===== config.mk =====
export PLATFORM = sky130hd
export DESIGN_NAME = crc24_attach
export DESIGN_NICKNAME = d
export VERILOG_FILES = /design/src/rtl/crc24_attach_pkg.sv /design/src/rtl/crc24_lfsr.sv /design/src/rtl/crc24_attach.sv
export SDC_FILE = /design/constraint.sdc
export NUM_CORES = 1
export LEC_CHECK = 0
export ABC_AREA = 1
export CAP_MARGIN = 20
export CORE_UTILIZATION = 35
export CTS_CLUSTER_DIAMETER = 120
export CTS_CLUSTER_SIZE = 14
export DETAILED_ROUTE_END_ITERATION = 8
export GPL_TIMING_DRIVEN = 0
export PLACE_DENSITY = 0.48
export SLEW_MARGIN = 20
export SYNTH_ARGS = -nofsm -noshare
export SYNTH_HDL_FRONTEND = slang
export SYNTH_SLANG_ARGS = --single-unit

===== constraint.sdc =====
create_clock -name clk -period 4.9 [get_ports clk]
set_input_delay 0.735 -clock clk [delete_from_list [all_inputs] [get_ports clk]]
set_output_delay 0.735 -clock clk [all_outputs]
set_load 0.01 [all_outputs]

===== src/rtl/crc24_attach_pkg.sv =====
// rtl/crc24_attach_pkg.sv - shared constants, FSM encoding and CRC24B step for crc24_attach
package crc24_attach_pkg;

    localparam int          SMALL_K  = 1056;
    localparam int          LARGE_K  = 6144;
    localparam int          CRC_LEN  = 24;
    localparam logic [23:0] CRC_POLY = 24'h800063;
    localparam int          CNT_W    = 13;

    typedef enum logic [1:0] {
        ST_IDLE = 2'd0,
        ST_DATA = 2'd1,
        ST_CRC  = 2'd2
    } state_t;

    // Index of the last payload bit for a block of the given size.
    function automatic logic [CNT_W-1:0] last_payload_idx(input logic blocksize);
        return blocksize ? CNT_W'(LARGE_K - CRC_LEN - 1) : CNT_W'(SMALL_K - CRC_LEN - 1);
    endfunction

    function automatic logic [CRC_LEN-1:0] crc_step(input logic [CRC_LEN-1:0] crc,
                                                    input logic              bit_in);
        logic fb;
        fb = crc[CRC_LEN-1] ^ bit_in;
        return {crc[CRC_LEN-2:0], 1'b0} ^ (fb ? CRC_POLY : '0);
    endfunction

endpackage


===== src/rtl/crc24_lfsr.sv =====
// rtl/crc24_lfsr.sv - CRC24B register: absorbs payload bits, then shifts the remainder out MSB first
module crc24_lfsr
    import crc24_attach_pkg::*;
(
    input  logic               clk,
    input  logic               reset,
    input  logic               clear,
    input  logic               shift_in_en,
    input  logic               shift_out_en,
    input  logic               bit_in,
    output logic [CRC_LEN-1:0] crc
);

    logic [CRC_LEN-1:0] r_crc;
    logic [CRC_LEN-1:0] w_base;

    // clear with shift_in_en seeds the register from the first bit of a block
    assign w_base = clear ? '0 : r_crc;

    always_ff @(posedge clk) begin
        if (reset) begin
            r_crc <= '0;
        end else if (shift_in_en) begin
            r_crc <= crc_step(w_base, bit_in);
        end else if (shift_out_en) begin
            r_crc <= {r_crc[CRC_LEN-2:0], 1'b0};
        end else if (clear) begin
            r_crc <= '0;
        end
    end

    assign crc = r_crc;

endmodule


===== src/rtl/crc24_attach.sv =====
// rtl/crc24_attach.sv - serial code-block framer appending CRC24B ahead of the turbo interleaver
module crc24_attach
    import crc24_attach_pkg::*;
(
    input  logic clk,
    input  logic reset,
    input  logic in_valid,
    input  logic in_bit,
    input  logic in_start,
    input  logic in_blocksize,
    output logic in_ready,
    output logic data_out,
    output logic out_valid,
    output logic CRC_start,
    output logic CRC_blocksize,
    output logic CRC_end,
    output logic error
);

    state_t             r_state;
    logic [CNT_W-1:0]   r_cnt;
    logic               r_data;
    logic               r_valid;
    logic               r_start;
    logic               r_blocksize;
    logic               r_end;
    logic               r_error;

    logic               w_take_start;
    logic               w_take_bit;
    logic [CRC_LEN-1:0] w_crc;

    // A start bit is honoured in IDLE and, as an abort-and-restart, in DATA.
    assign w_take_start = in_valid & in_start & (r_state != ST_CRC);
    assign w_take_bit   = w_take_start | ((r_state == ST_DATA) & in_valid);

    crc24_lfsr u_lfsr (
        .clk          (clk),
        .reset        (reset),
        .clear        (w_take_start),
        .shift_in_en  (w_take_bit),
        .shift_out_en (r_state == ST_CRC),
        .bit_in       (in_bit),
        .crc          (w_crc)
    );

    always_ff @(posedge clk) begin
        if (reset) begin
            r_state     <= ST_IDLE;
            r_cnt       <= '0;
            r_data      <= 1'b0;
            r_valid     <= 1'b0;
            r_start     <= 1'b0;
            r_blocksize <= 1'b0;
            r_end       <= 1'b0;
            r_error     <= 1'b0;
        end else begin
            r_start <= 1'b0;
            r_end   <= 1'b0;
            r_error <= 1'b0;
            if (w_take_start) begin
                r_state     <= ST_DATA;
                r_cnt       <= '0;
                r_data      <= in_bit;
                r_valid     <= 1'b1;
                r_start     <= 1'b1;
                r_blocksize <= in_blocksize;
                r_error     <= (r_state == ST_DATA);
            end else begin
                case (r_state)
                    ST_IDLE: begin
                        r_data  <= 1'b0;
                        r_valid <= 1'b0;
                    end
                    ST_DATA: begin
                        if (!in_valid) begin
                            r_state <= ST_IDLE;
                            r_cnt   <= '0;
                            r_data  <= 1'b0;
                            r_valid <= 1'b0;
                            r_error <= 1'b1;
                        end else begin
                            r_data  <= in_bit;
                            r_valid <= 1'b1;
                            if (r_cnt + CNT_W'(1) == last_payload_idx(r_blocksize)) begin
                                r_state <= ST_CRC;
                                r_cnt   <= '0;
                            end else begin
                                r_cnt <= r_cnt + CNT_W'(1);
                            end
                        end
                    end
                    ST_CRC: begin
                        r_data  <= w_crc[CRC_LEN-1];
                        r_valid <= 1'b1;
                        if (r_cnt == CNT_W'(CRC_LEN - 1)) begin
                            r_state <= ST_IDLE;
                            r_cnt   <= '0;
                            r_end   <= 1'b1;
                        end else begin
                            r_cnt <= r_cnt + CNT_W'(1);
                        end
                    end
                    default: begin
                        r_state <= ST_IDLE;
                        r_cnt   <= '0;
                        r_data  <= 1'b0;
                        r_valid <= 1'b0;
                    end
                endcase
            end
        end
    end

    assign in_ready      = (r_state != ST_CRC);
    assign data_out      = r_data;
    assign out_valid     = r_valid;
    assign CRC_start     = r_start;
    assign CRC_blocksize = r_blocksize;
    assign CRC_end       = r_end;
    assign error         = r_error;

endmodule


==> summary.md <==
| Metric | Value |
|---|---|
| Register area share after synthesis | 0.3470 |
| Worst setup margin | roughly 2500 ps |
| Row count | 31 |
| Post-Place Worst Slack | 2218 ps |
| RSZ-0062 raised after global routing | false |
| P_int | ~560 uW |
| Max-capacitance violation count | 0 |
| Ratio of cells with drive above 1 in the final layout | 0.08625 |
| Final Net Count | between 400 and 500 |
| Via density | 4.841 |
| Fillers | between 800 and 900 |
| Clk slew on worst S/H paths | approximately 90 ps |
| Syn nets | roughly 420 |
| Multi-input logic area | 1403 sq um |
| Buffers on Ports | 12 |
| Initial Util | 0.3599 |
| Sequential power share | 0.478 |
| Dpl hpwl | about 4700 um |
| Num CTS Buffers | 5 |
| Clock share of power | 0.305 |
| Type of the worst min-delay path | reg -> reg |
| Static Leak | between 0.001 and 0.0015 uW |
| Synth Area per Inst | 6.332 sq um |
| Final setup vio count | 0 |
| Synth top area share | 0.3470 |
| Fin. max-slew vios | 0 |
| Total Neg Setup Slack | 0 ps |
| CP arrival | ~1700 ps |
| Fmax | about 400 MHz |
| Setup CP Type | reg -> out |
| Drt first pass iters | 4 |
| Post-DR wirelength/cell | around 12 um |
| DRC Markers | 0 |
| Largest net degree at the start of global routing | 14 |
| Status | finished clean |
| Vias in the first global route | 2238 |
| Area leader, netlist | dfxtp_1 |
| Post-CTS sizing | 0 |
| Synth Instances | 410 |
| Final worst path period share | 0.4984 |
| Post-CTS Setup Bufs | 0 |
| Min Clock Period, post-route | roughly 2400 ps |
| Netlist cell types | 27 |
| CTS max path bufs | 2 |
| Starting DRT DRC Count | about 130 |
| Worst clock skew | between 5 and 6 ps |
| Final hold vios | 0 |
| Sink Count | 45 |
| Hold buffer count at cts | 0 |
| CP Capture Type | primary output |
| Top-level I/O count | 13 |
| First-pass GRT wire length | ~11000 um |
| Yosys reg bits | 45 |
| PD cells | ~280 nW/um^2 |
| Die width | 88.13 um |
| Peak VDD IR | around 0.10 mV |
| Die Area | 7766 sq um |
| Gate power share | 0.217 |
| CP Max Fanout | 5 |
| Initial antenna violation count | 0 |
| Mapped Area | between 2000 and 3000 sq um |
| Routability cong. | ~0.77 |
| Least-Margin Pin Slew | 596.3 ps |
| Htree depth | 2 |
| Die H | 88.13 um |
| Skew-Pair Late Insertion Delay | about 300 ps |
| Synth-to-Final Area Change | 12.87% |
| Total vias in the final route | 2556 |
| Worst Path Required | 4160 ps |
| Root Buffer | clkbuf_8 |
| GRT Util Overall | 0.1817 |
| Sequential cell area | approximately 900 sq um |
| Post-DRT Antenna Nets | 0 |
| Switching power | approximately 260 uW |
| Core area | just over 7000 sq um |
| CTS tree | yes |
| Sw frac | 0.3193 |
| Synth top area cells | dfxtp_1 35%, nand2_1 13%, a21oi_1 12%, inv_1 7.4%, nor2_1 6.5% |
| Max-Slew Margin vs Limit | 0.6025 |
| Diodes inserted | 0 |
| Total global routing overflow | 0 |
| Crit start category | flip-flop |
| Synth warn | 0 |
| Post-Route WL | roughly 6600 um |
metrics by stage:
step           utilization  power, uW  std cells  hold slack (ps)  area (sq um)
6_report            0.4062      818.8        528            503.9          2930
3_5_place_dp        0.3937      578.6        521            492.8          2840
2_1_floorplan            -      525.9        410            462.6          2596
4_1_cts             0.4062      829.1        528            502.9          2930
3_3_place_gp        0.3937      579.2        521            486.5          2840
5_1_grt             0.4062      869.9        528            541.6          2930
per-layer routing:
layer	vias to the layer above	wire [um]	part of all wire	GRT usage
met4	0	53	0.0081	0.04545
met5	-	0	0	0
met2	34	2834	0.43	0.2784
li1	1338	-	-	-
met3	5	216	0.033	0.03393
met1	1179	3479	0.53	0.2620
critical path, stage by stage, from the launching register on:
cell	delay, ps
dfxtp_1	360
inv_1	80
ha_1	250
inv_1	160
clkdlybuf4s50_1	560
power groups by stage:
stage               sequential, uW  combinational [uW]  clock, uW
floorplan                      400                 126          0
global placement               400                 179          0
detailed placement             400                 178          0
CTS                            392                 179        258
global route                   394                 202        274
finish                         392                 177        250
state kept, by name, indices dropped and copies added, names as in the netlist:
register	cells
CRC_blocksize	1
CRC_end	1
CRC_start	1
data_out	1
error	1
out_valid	1
r_cnt	13
r_state	2
u_lfsr.crc	24
cells in the mapped netlist:
library cell and n:
xor2_2 1, nand2_1 91, nor2_1 45, xor2_1 3
a211oi_1 1, nor2_2 3, nand3_1 19, ha_1 5
nand3b_1 1, nor3_1 3, o22ai_1 2, clkbuf_1 13
a21oi_1 64, buf_4 1, buf_1 2, buf_6 1
buf_2 3, inv_1 51, nand2_2 14, nand4_1 2
inv_2 3, o21ai_2 1, dfxtp_1 45, o21ai_1 1
nor2_4 3, o21ai_0 30, nor4_1 2
placed cells by master, fill, tap and decap left out, types with 2 or more instances in the layout:
cell type        instances
nand3_1                 19
nor3_1                   3
inv_2                    3
nand4_1                  2
xor2_1                   3
clkbuf_1                13
nand2_2                 14
buf_1                    2
nor4_1                   2
nor2_2                   3
inv_1                   51
o21ai_0                 30
clkdlybuf4s50_1         12
nor2_1                  45
buf_2                    3
clkbuf_8                 6
a21oi_1                 64
nand2_1                 91
dfxtp_1                 45
nor2_4                   3
ha_1                     5
o22ai_1                  2
kinds of logic after synthesis:
logic type	share of synthesized area
and+or+nand+nor	0.3055
AOI/OAI and AO/OA	0.1942
buffers and inverters	0.1128
DFF	0.3470
adders and majority gates	0.02410
xor gates and xnor gates	0.01639
final cells by class:
type | instances | area share
Buffer | 20 | 0.03074
Clock buffer | 6 | 0.02818
Clock inverter | 1 | 0.002562
Inverter | 54 | 0.06917
Multi-Input combinational cell | 291 | 0.4787
Sequential cell | 45 | 0.3074
Tap cell | 99 | 0.04227
Timing Repair Buffer | 12 | 0.04099
worst paths after layout:
| kind | cells past startpoint | slack [ps] | endpoint | from |
|---|---|---|---|---|
| hold reg to reg | 2 | 500 | r_cnt[12] | r_cnt[12] |
| setup / recovery | 4 | 2460 | in_ready | r_state[0] |
| setup reg to reg | 10 | 2600 | r_cnt[10] | r_state[0] |
| hold / removal | 2 | 500 | r_cnt[12] | r_cnt[12] |
No activity file was read; power rests on OpenSTA's default activity.
